==> src/rtl/conv_k_mem_reader.sv <==
// conv_k_mem_reader: read-address sequencer for a multi-port kernel weight ROM.
// The NKERN kernels are split into NPORT contiguous windows of SPAN weights each.
// One shared offset counter drives every port at once, one weight per port per cycle.
// A tag pipeline delays the issue strobe by the memory latency, so that valid/widx/kidx
// line up with the returned data.
module conv_k_mem_reader #(
   parameter int unsigned ADDR_W = 8,
   parameter int unsigned BASE   = 0,
   parameter int unsigned KSIZE  = 25,
   parameter int unsigned NKERN  = 6,
   parameter int unsigned NPORT  = 2,
   parameter int unsigned RD_LAT = 1,
   localparam int unsigned KPP    = NKERN / NPORT,
   localparam int unsigned SPAN   = KPP * KSIZE,
   localparam int unsigned OFF_W  = (SPAN > 1) ? $clog2(SPAN) : 1,
   localparam int unsigned WIDX_W = (KSIZE > 1) ? $clog2(KSIZE) : 1,
   localparam int unsigned KIDX_W = (KPP > 1) ? $clog2(KPP) : 1
) (
   input  logic                    clk,
   input  logic                    reset,
   input  logic                    start,
   input  logic                    stall,
   input  logic                    abort,
   output logic [NPORT*ADDR_W-1:0] addr,
   output logic                    rd_en,
   output logic                    valid,
   output logic [WIDX_W-1:0]       widx,
   output logic [KIDX_W-1:0]       kidx,
   output logic                    busy,
   output logic                    done
);

   // Parameter sanity, caught at elaboration.
   if ((NKERN % NPORT) != 0) begin : g_err_nport
      $error("conv_k_mem_reader: NKERN must be a multiple of NPORT");
   end
   if ((64'(BASE) + 64'(NKERN) * 64'(KSIZE)) > (64'd1 << ADDR_W)) begin : g_err_addr
      $error("conv_k_mem_reader: last weight address does not fit ADDR_W");
   end
   if (RD_LAT > 7) begin : g_err_lat
      $error("conv_k_mem_reader: RD_LAT must be 0..7");
   end

   typedef enum logic [1:0] {StIdle, StRun, StDrain, StDone} state_e;

   localparam logic [OFF_W-1:0]  OffLast   = OFF_W'(SPAN - 1);
   localparam logic [WIDX_W-1:0] WidxLast  = WIDX_W'(KSIZE - 1);
   // Only meaningful when RD_LAT > 0; DRAIN is never entered otherwise.
   localparam logic [2:0]        DrainLast = 3'(RD_LAT - 1);

   state_e              state_q, state_d;
   logic [OFF_W-1:0]    off_q, off_d;
   logic [WIDX_W-1:0]   w_q, w_d;
   logic [KIDX_W-1:0]   k_q, k_d;
   logic [2:0]          drain_q, drain_d;

   // State, offset and tag wrap counters.
   always_ff @(posedge clk or posedge reset) begin
      if (reset) begin
         state_q <= StIdle;
         off_q   <= '0;
         w_q     <= '0;
         k_q     <= '0;
         drain_q <= '0;
      end else begin
         state_q <= state_d;
         off_q   <= off_d;
         w_q     <= w_d;
         k_q     <= k_d;
         drain_q <= drain_d;
      end
   end

   // Next-state, counter advance and read strobe; abort overrides everything.
   always_comb begin
      state_d = state_q;
      off_d   = off_q;
      w_d     = w_q;
      k_d     = k_q;
      drain_d = drain_q;
      rd_en   = 1'b0;
      unique case (state_q)
         StIdle, StDone: begin
            if (start) begin
               state_d = StRun;
               off_d   = '0;
               w_d     = '0;
               k_d     = '0;
            end
         end
         StRun: begin
            rd_en = !stall;
            if (!stall) begin
               if (off_q == OffLast) begin
                  // Offset holds on the final issue; the tags keep the last weight.
                  drain_d = '0;
                  if (RD_LAT == 0) begin
                     state_d = StDone;
                  end else begin
                     state_d = StDrain;
                  end
               end else begin
                  off_d = off_q + OFF_W'(1);
                  if (w_q == WidxLast) begin
                     w_d = '0;
                     k_d = k_q + KIDX_W'(1);
                  end else begin
                     w_d = w_q + WIDX_W'(1);
                  end
               end
            end
         end
         StDrain: begin
            if (drain_q == DrainLast) begin
               state_d = StDone;
            end else begin
               drain_d = drain_q + 3'd1;
            end
         end
         default: state_d = StIdle;
      endcase
      if (abort) begin
         state_d = StIdle;
         off_d   = '0;
         w_d     = '0;
         k_d     = '0;
         drain_d = '0;
      end
   end

   assign busy = (state_q == StRun) || (state_q == StDrain);
   assign done = (state_q == StDone);

   // Each port reads its own window at the shared offset.
   for (genvar p = 0; p < NPORT; p++) begin : g_port
      localparam int unsigned PortBase = BASE + p * SPAN;
      assign addr[p*ADDR_W +: ADDR_W] = PortBase[ADDR_W-1:0] + ADDR_W'(off_q);
   end

   if (RD_LAT == 0) begin : g_lat0
      assign valid = rd_en;
      assign widx  = w_q;
      assign kidx  = k_q;
   end else begin : g_pipe
      logic [RD_LAT-1:0] vld_q;
      logic [WIDX_W-1:0] widx_q [RD_LAT];
      logic [KIDX_W-1:0] kidx_q [RD_LAT];

      // Latency-matching shift of {rd_en, widx, kidx}; runs through stalls, flushed by abort.
      always_ff @(posedge clk or posedge reset) begin
         if (reset) begin
            vld_q <= '0;
            for (int i = 0; i < int'(RD_LAT); i++) begin
               widx_q[i] <= '0;
               kidx_q[i] <= '0;
            end
         end else if (abort) begin
            vld_q <= '0;
            for (int i = 0; i < int'(RD_LAT); i++) begin
               widx_q[i] <= '0;
               kidx_q[i] <= '0;
            end
         end else begin
            vld_q[0]  <= rd_en;
            widx_q[0] <= w_q;
            kidx_q[0] <= k_q;
            for (int i = 1; i < int'(RD_LAT); i++) begin
               vld_q[i]  <= vld_q[i-1];
               widx_q[i] <= widx_q[i-1];
               kidx_q[i] <= kidx_q[i-1];
            end
         end
      end

      assign valid = vld_q[RD_LAT-1];
      assign widx  = widx_q[RD_LAT-1];
      assign kidx  = kidx_q[RD_LAT-1];
   end

endmodule

==> config.mk <==
export PLATFORM = sky130hd
export DESIGN_NAME = conv_k_mem_reader
export DESIGN_NICKNAME = d
export VERILOG_FILES = /design/src/rtl/conv_k_mem_reader.sv
export SDC_FILE = /design/constraint.sdc
export NUM_CORES = 1
export LEC_CHECK = 0
export BUFFER_PORTS_ARGS = -buffer_cell sky130_fd_sc_hd__buf_2
export CAP_MARGIN = 10
export CORE_ASPECT_RATIO = 1.75
export CORE_MARGIN = 4
export CORE_UTILIZATION = 25
export CTS_CLUSTER_SIZE = 10
export DETAILED_ROUTE_END_ITERATION = 8
export HOLD_SLACK_MARGIN = 0.05
export SETUP_SLACK_MARGIN = 0.02
export SKIP_CTS_REPAIR_TIMING = 1
export SLEW_MARGIN = 10
export SYNTH_ARGS = -nofsm -noshare
export SYNTH_HDL_FRONTEND = slang
export SYNTH_SLANG_ARGS = --single-unit
==> constraint.sdc <==
create_clock -name clk -period 1.9 [get_ports clk]
set_input_delay 0.38 -clock clk [delete_from_list [all_inputs] [get_ports clk]]
set_output_delay 0.38 -clock clk [all_outputs]
set_load 0.005 [all_outputs]
==> run summary <==
SETUP PATH
---------------------------------------------------------------------------------
Worst r2r path cells                                                            7
Worst setup EP type                                                   output port
Kind of launch point of the worst setup path                             register
Delay of the slowest cell on the worst path                               0.41 ns
Data arrival, critical path                                               1.52 ns
Number of buffers and inverters on the critical path                            3
CP max-delay cell                                                    sky130_fd_sc_hd__dfrtp_1
Worst path most repeated cell                                        sky130_fd_sc_hd__buf_6
Worst Path Max Fanout                                                           4
Top Family by Delay on Critical Path                                   flip-flops
Capture instance of the worst register-to-register path                    k_q[1]
Cell chain of the critical path                                      buf_6 > o21a_1 > o21ai_2 > buf_6 > xnor2_2 > buf_2
Critical path startpoint                                                 off_q[0]
WS Path Type                                                         register to output port
CP Data Required Time                                                     1.52 ns
R2r setup slk                                                             0.08 ns
Reg2Reg Launch Point                                                   state_q[0]

POWER
---------------------------------------------------------------------------------
Cell internal power dissipation                                        0.001123 W
Comb pwr share                                                              43.1%
Register share of total power                                               37.0%
Net switching share of the total power                                     34.00%
Design Power                                                           0.001702 W
Cell Pwr Density                                                     802.5 nW/µm²
Max IR drop VDD                                                         0.2995 mV
Static Leak                                                              1.026 nW
Relative contribution of the clock network to total power                   20.0%
Net load switching power                                              0.0005787 W

CLOCK TREE
---------------------------------------------------------------------------------
Library cell used as clock root buffer                               sky130_fd_sc_hd__clkbuf_8
H-tree Lvls                                                                     1
Worst-skew pair later-pin latency                                         0.28 ns
Register clock-pin slew on the reported worst setup and hold paths        0.09 ns
CTS buffer count                                                                3
CTS tree                                                                      yes
Maximum count of clock buffers along a single path                              2
Clk sink count                                                                 27

STA
---------------------------------------------------------------------------------
Final cycle utilization of the critical path                               100.2%
Count of pins over their slew limit                                             0
Setup WS post-layout                                                 -0.003978 ns
Final critical delay including setup and external delays                 1.904 ns
Maximum frequency from static timing analysis                           525.2 MHz
Final setup skew                                                      0.002043 ns
Worst hold slack after final layout                                     0.1455 ns
Number of hold violations in the final report                                   0
# setup viols final                                                             1
Unrepaired setup endpoints after global routing                              true

PLACE
---------------------------------------------------------------------------------
Placement Setup Slack                                                 -0.05139 ns
Count of placed standard cells including taps                                 282
Dpl hpwl                                                                  2676 µm
Placer Congestion                                                          0.7317
Port Buf Inserts                                                               30

RUN STATUS
---------------------------------------------------------------------------------
Result of the run                                                    finished, violations left
Violated checks                                                      negative setup slack

LAYOUT
---------------------------------------------------------------------------------
Number of antenna repair diodes                                                 0
Layout-stage area growth over the synthesis result                         36.47%
Fraction of layout instances using a drive strength above 1                40.28%
Nets                                                                          232
Final instance count without filler cells                                     294

SYNTHESIS
---------------------------------------------------------------------------------
Avg Cell Area, Syn                                                      9.534 µm²
Synthesized net count                                                         178
Post-synthesis simple-gate area fraction                                   19.97%
Distinct cells, synth                                                          43
Async SR Flop Fraction                                                     100.0%
Share of synthesized area occupied by flip-flops and latches               43.48%
Synth warn                                                                      0
Synthesized area                                                         1554 µm²
Biggest area contributors in the synthesized netlist                 sky130_fd_sc_hd__dfrtp_1 43%, sky130_fd_sc_hd__ha_1 8.1%, sky130_fd_sc_hd__o21ai_0 4.5%, sky130_fd_sc_hd__inv_1 4.1%, sky130_fd_sc_hd__nor2_1 3.1%
Fraction of post-synthesis cell area in the top cell type by area          43.48%
Xor/xnor share of the synthesized area                                     2.818%
Portion of netlist area occupied by mux cells                             0.7246%
Synthesized netlist cell count                                                163
Combinational family with the most area after synthesis              simple AND/OR/NAND/NOR gates
Number of flops mapped to enable cells by yosys                                 0
Top_reg_cell synth                                                   sky130_fd_sc_hd__dfrtp_1
Share of the synthesized area in compound gates (AO/OA/AOI/OAI)            17.55%
Post-synthesis adder-cell area fraction                                    8.052%
Register bit total from synthesis                                              27
Yosys top cell by area                                               sky130_fd_sc_hd__dfrtp_1

FLOORPLAN
---------------------------------------------------------------------------------
Horizontal die dimension                                                 67.60 µm
DIE HEIGHT                                                               112.3 µm
Num rows                                                                       37
Die outline area                                                         7591 µm²
Number of primary I/O pins                                                     32
Initial Util                                                               26.02%
Total core area                                                          5972 µm²

GLOBAL ROUTING
---------------------------------------------------------------------------------
Leftover overflow at the end of global routing                                  0
First-pass GRT wire length                                                5996 µm
Antenna violations before repair                                                0
Global Route Usage Sum                                                     10.04%
Number of global-route vias before repair                                    1280
Pin count of the biggest net entering global routing                           28

DRT
---------------------------------------------------------------------------------
DRC violations left                                                             0
Starting DRT DRC Count                                                         40
Detailed Route WL                                                         3662 µm
Final ANT Viol Nets                                                             0
Routed wire per std cell                                                 12.46 µm
Via-to-Cell Ratio                                                           4.476
Total iterations of the first detailed-routing run                              4
Via total after detailed routing                                             1316

JOB
---------------------------------------------------------------------------------
Max-capacitance violation count                                                 0

MIN PATH
---------------------------------------------------------------------------------
Tightest Hold Check Type                                             input port to asynchronous set/reset pin

## cell type report
type / count / area [µm²]
inverters: 17 / 63.81
clock buffers: 3 / 41.29
fillers: 627 / 3851
well taps: 78 / 97.59
multi-input cells: 112 / 882.1
flip-flops and latches: 27 / 675.6
repair buffers: 56 / 352.8
clock inverters: 1 / 7.507
## worst max path at each step
stage,endpoint,slack (ns),depth (start not counted)
finish,addr[13],-0.004,6
CTS,addr[13],-0.15,6
floorplan,w_q[3],0.05,7
global placement,w_q[3],0.02,7
global route,addr[13],-0.12,6
detailed placement,w_q[3],-0.05,6
## Yosys cell counts (2+ instances only)
cell and n:
sky130_fd_sc_hd__inv_1 17, sky130_fd_sc_hd__nand3_1 5, sky130_fd_sc_hd__or3_1 3, sky130_fd_sc_hd__a21oi_1 6
sky130_fd_sc_hd__a22o_1 3, sky130_fd_sc_hd__nand2_1 7, sky130_fd_sc_hd__o21ai_0 14, sky130_fd_sc_hd__o21a_1 2
sky130_fd_sc_hd__nand2b_1 6, sky130_fd_sc_hd__buf_2 5, sky130_fd_sc_hd__xnor2_1 5, sky130_fd_sc_hd__nor2b_1 6
sky130_fd_sc_hd__and3_2 2, sky130_fd_sc_hd__a31oi_1 3, sky130_fd_sc_hd__a21boi_0 2, sky130_fd_sc_hd__a41oi_1 2
sky130_fd_sc_hd__ha_1 10, sky130_fd_sc_hd__nor2_1 13, sky130_fd_sc_hd__a211oi_1 2, sky130_fd_sc_hd__dfrtp_1 27
## through the flow
| step | utilization [%] | area (µm²) | TNS, ns |
|---|---|---|---|
| floorplan | - | 1554 | 0 |
| global placement | 31.76 | 1897 | 0 |
| detailed placement | 31.76 | 1897 | -0.07605 |
| CTS | 32.58 | 1946 | -0.5875 |
| global route | 35.51 | 2121 | -0.2472 |
| finish | 35.51 | 2121 | -0.003978 |
## registers in the layout, summed over array words and instances (netlist names)
signal / flops
drain_q: 3
k_q: 2
kidx: 2
off_q: 7
state_q: 2
valid: 1
w_q: 5
widx: 5
## logic make-up (layout without fill, tap and decap cells)
group,count (synthesis),in the layout
flops,27,27
simple gates,52,53
buf+inv,25,77
other cells,1,1
compound gates,42,42
fa+ha+maj,10,10
xor+xnor,5,5
mux,1,1
## worst reg2reg max path, delay by kind of cell (launching register included)
family	cells	cell delay [ns]
and+or+nand+nor	3	0.76
DFF	1	0.38
buffers and inverters	2	0.23
adders and majority gates	1	0.22
AOI/OAI and AO/OA	1	0.16
## power groups by stage
| stage | Sequential [W] | Combinational [W] | Clock [W] |
|---|---|---|---|
| 2_1_floorplan | 0.000640 | 0.000338 | 0 |
| 3_3_place_gp | 0.000634 | 0.000592 | 0 |
| 3_5_place_dp | 0.000636 | 0.000596 | 0 |
| 4_1_cts | 0.000624 | 0.000600 | 0.000350 |
| 5_1_grt | 0.000634 | 0.000805 | 0.000381 |
| 6_report | 0.000630 | 0.000733 | 0.000340 |
## cells in the final DEF, fill, tap and decap left out, types with 2 or more instances in the layout
cell type and count:
sky130_fd_sc_hd__or3_1 3, sky130_fd_sc_hd__a22o_1 3, sky130_fd_sc_hd__a31oi_1 3, sky130_fd_sc_hd__inv_2 3
sky130_fd_sc_hd__clkbuf_8 3, sky130_fd_sc_hd__and3_2 2, sky130_fd_sc_hd__ha_4 3, sky130_fd_sc_hd__a21oi_4 2
sky130_fd_sc_hd__nor2_1 11, sky130_fd_sc_hd__nand3_1 5, sky130_fd_sc_hd__nand2b_1 6, sky130_fd_sc_hd__o21ai_0 11
sky130_fd_sc_hd__buf_2 30, sky130_fd_sc_hd__a21oi_1 4, sky130_fd_sc_hd__buf_4 24, sky130_fd_sc_hd__ha_1 7
sky130_fd_sc_hd__xnor2_1 4, sky130_fd_sc_hd__inv_1 14, sky130_fd_sc_hd__o21ai_1 2, sky130_fd_sc_hd__nand2_1 7
sky130_fd_sc_hd__o21a_1 2, sky130_fd_sc_hd__a21boi_1 2, sky130_fd_sc_hd__buf_6 2, sky130_fd_sc_hd__nor2b_1 5
sky130_fd_sc_hd__dfrtp_1 27
## layer usage
layer	vias up	track usage (%)	wire, µm
li1	659	-	-
met1	623	12.20	1558
met2	30	17.11	1896
met3	4	1.201	155
met4	0	4.472	52
met5	-	0	0
(Power assumes the default switching activity.)
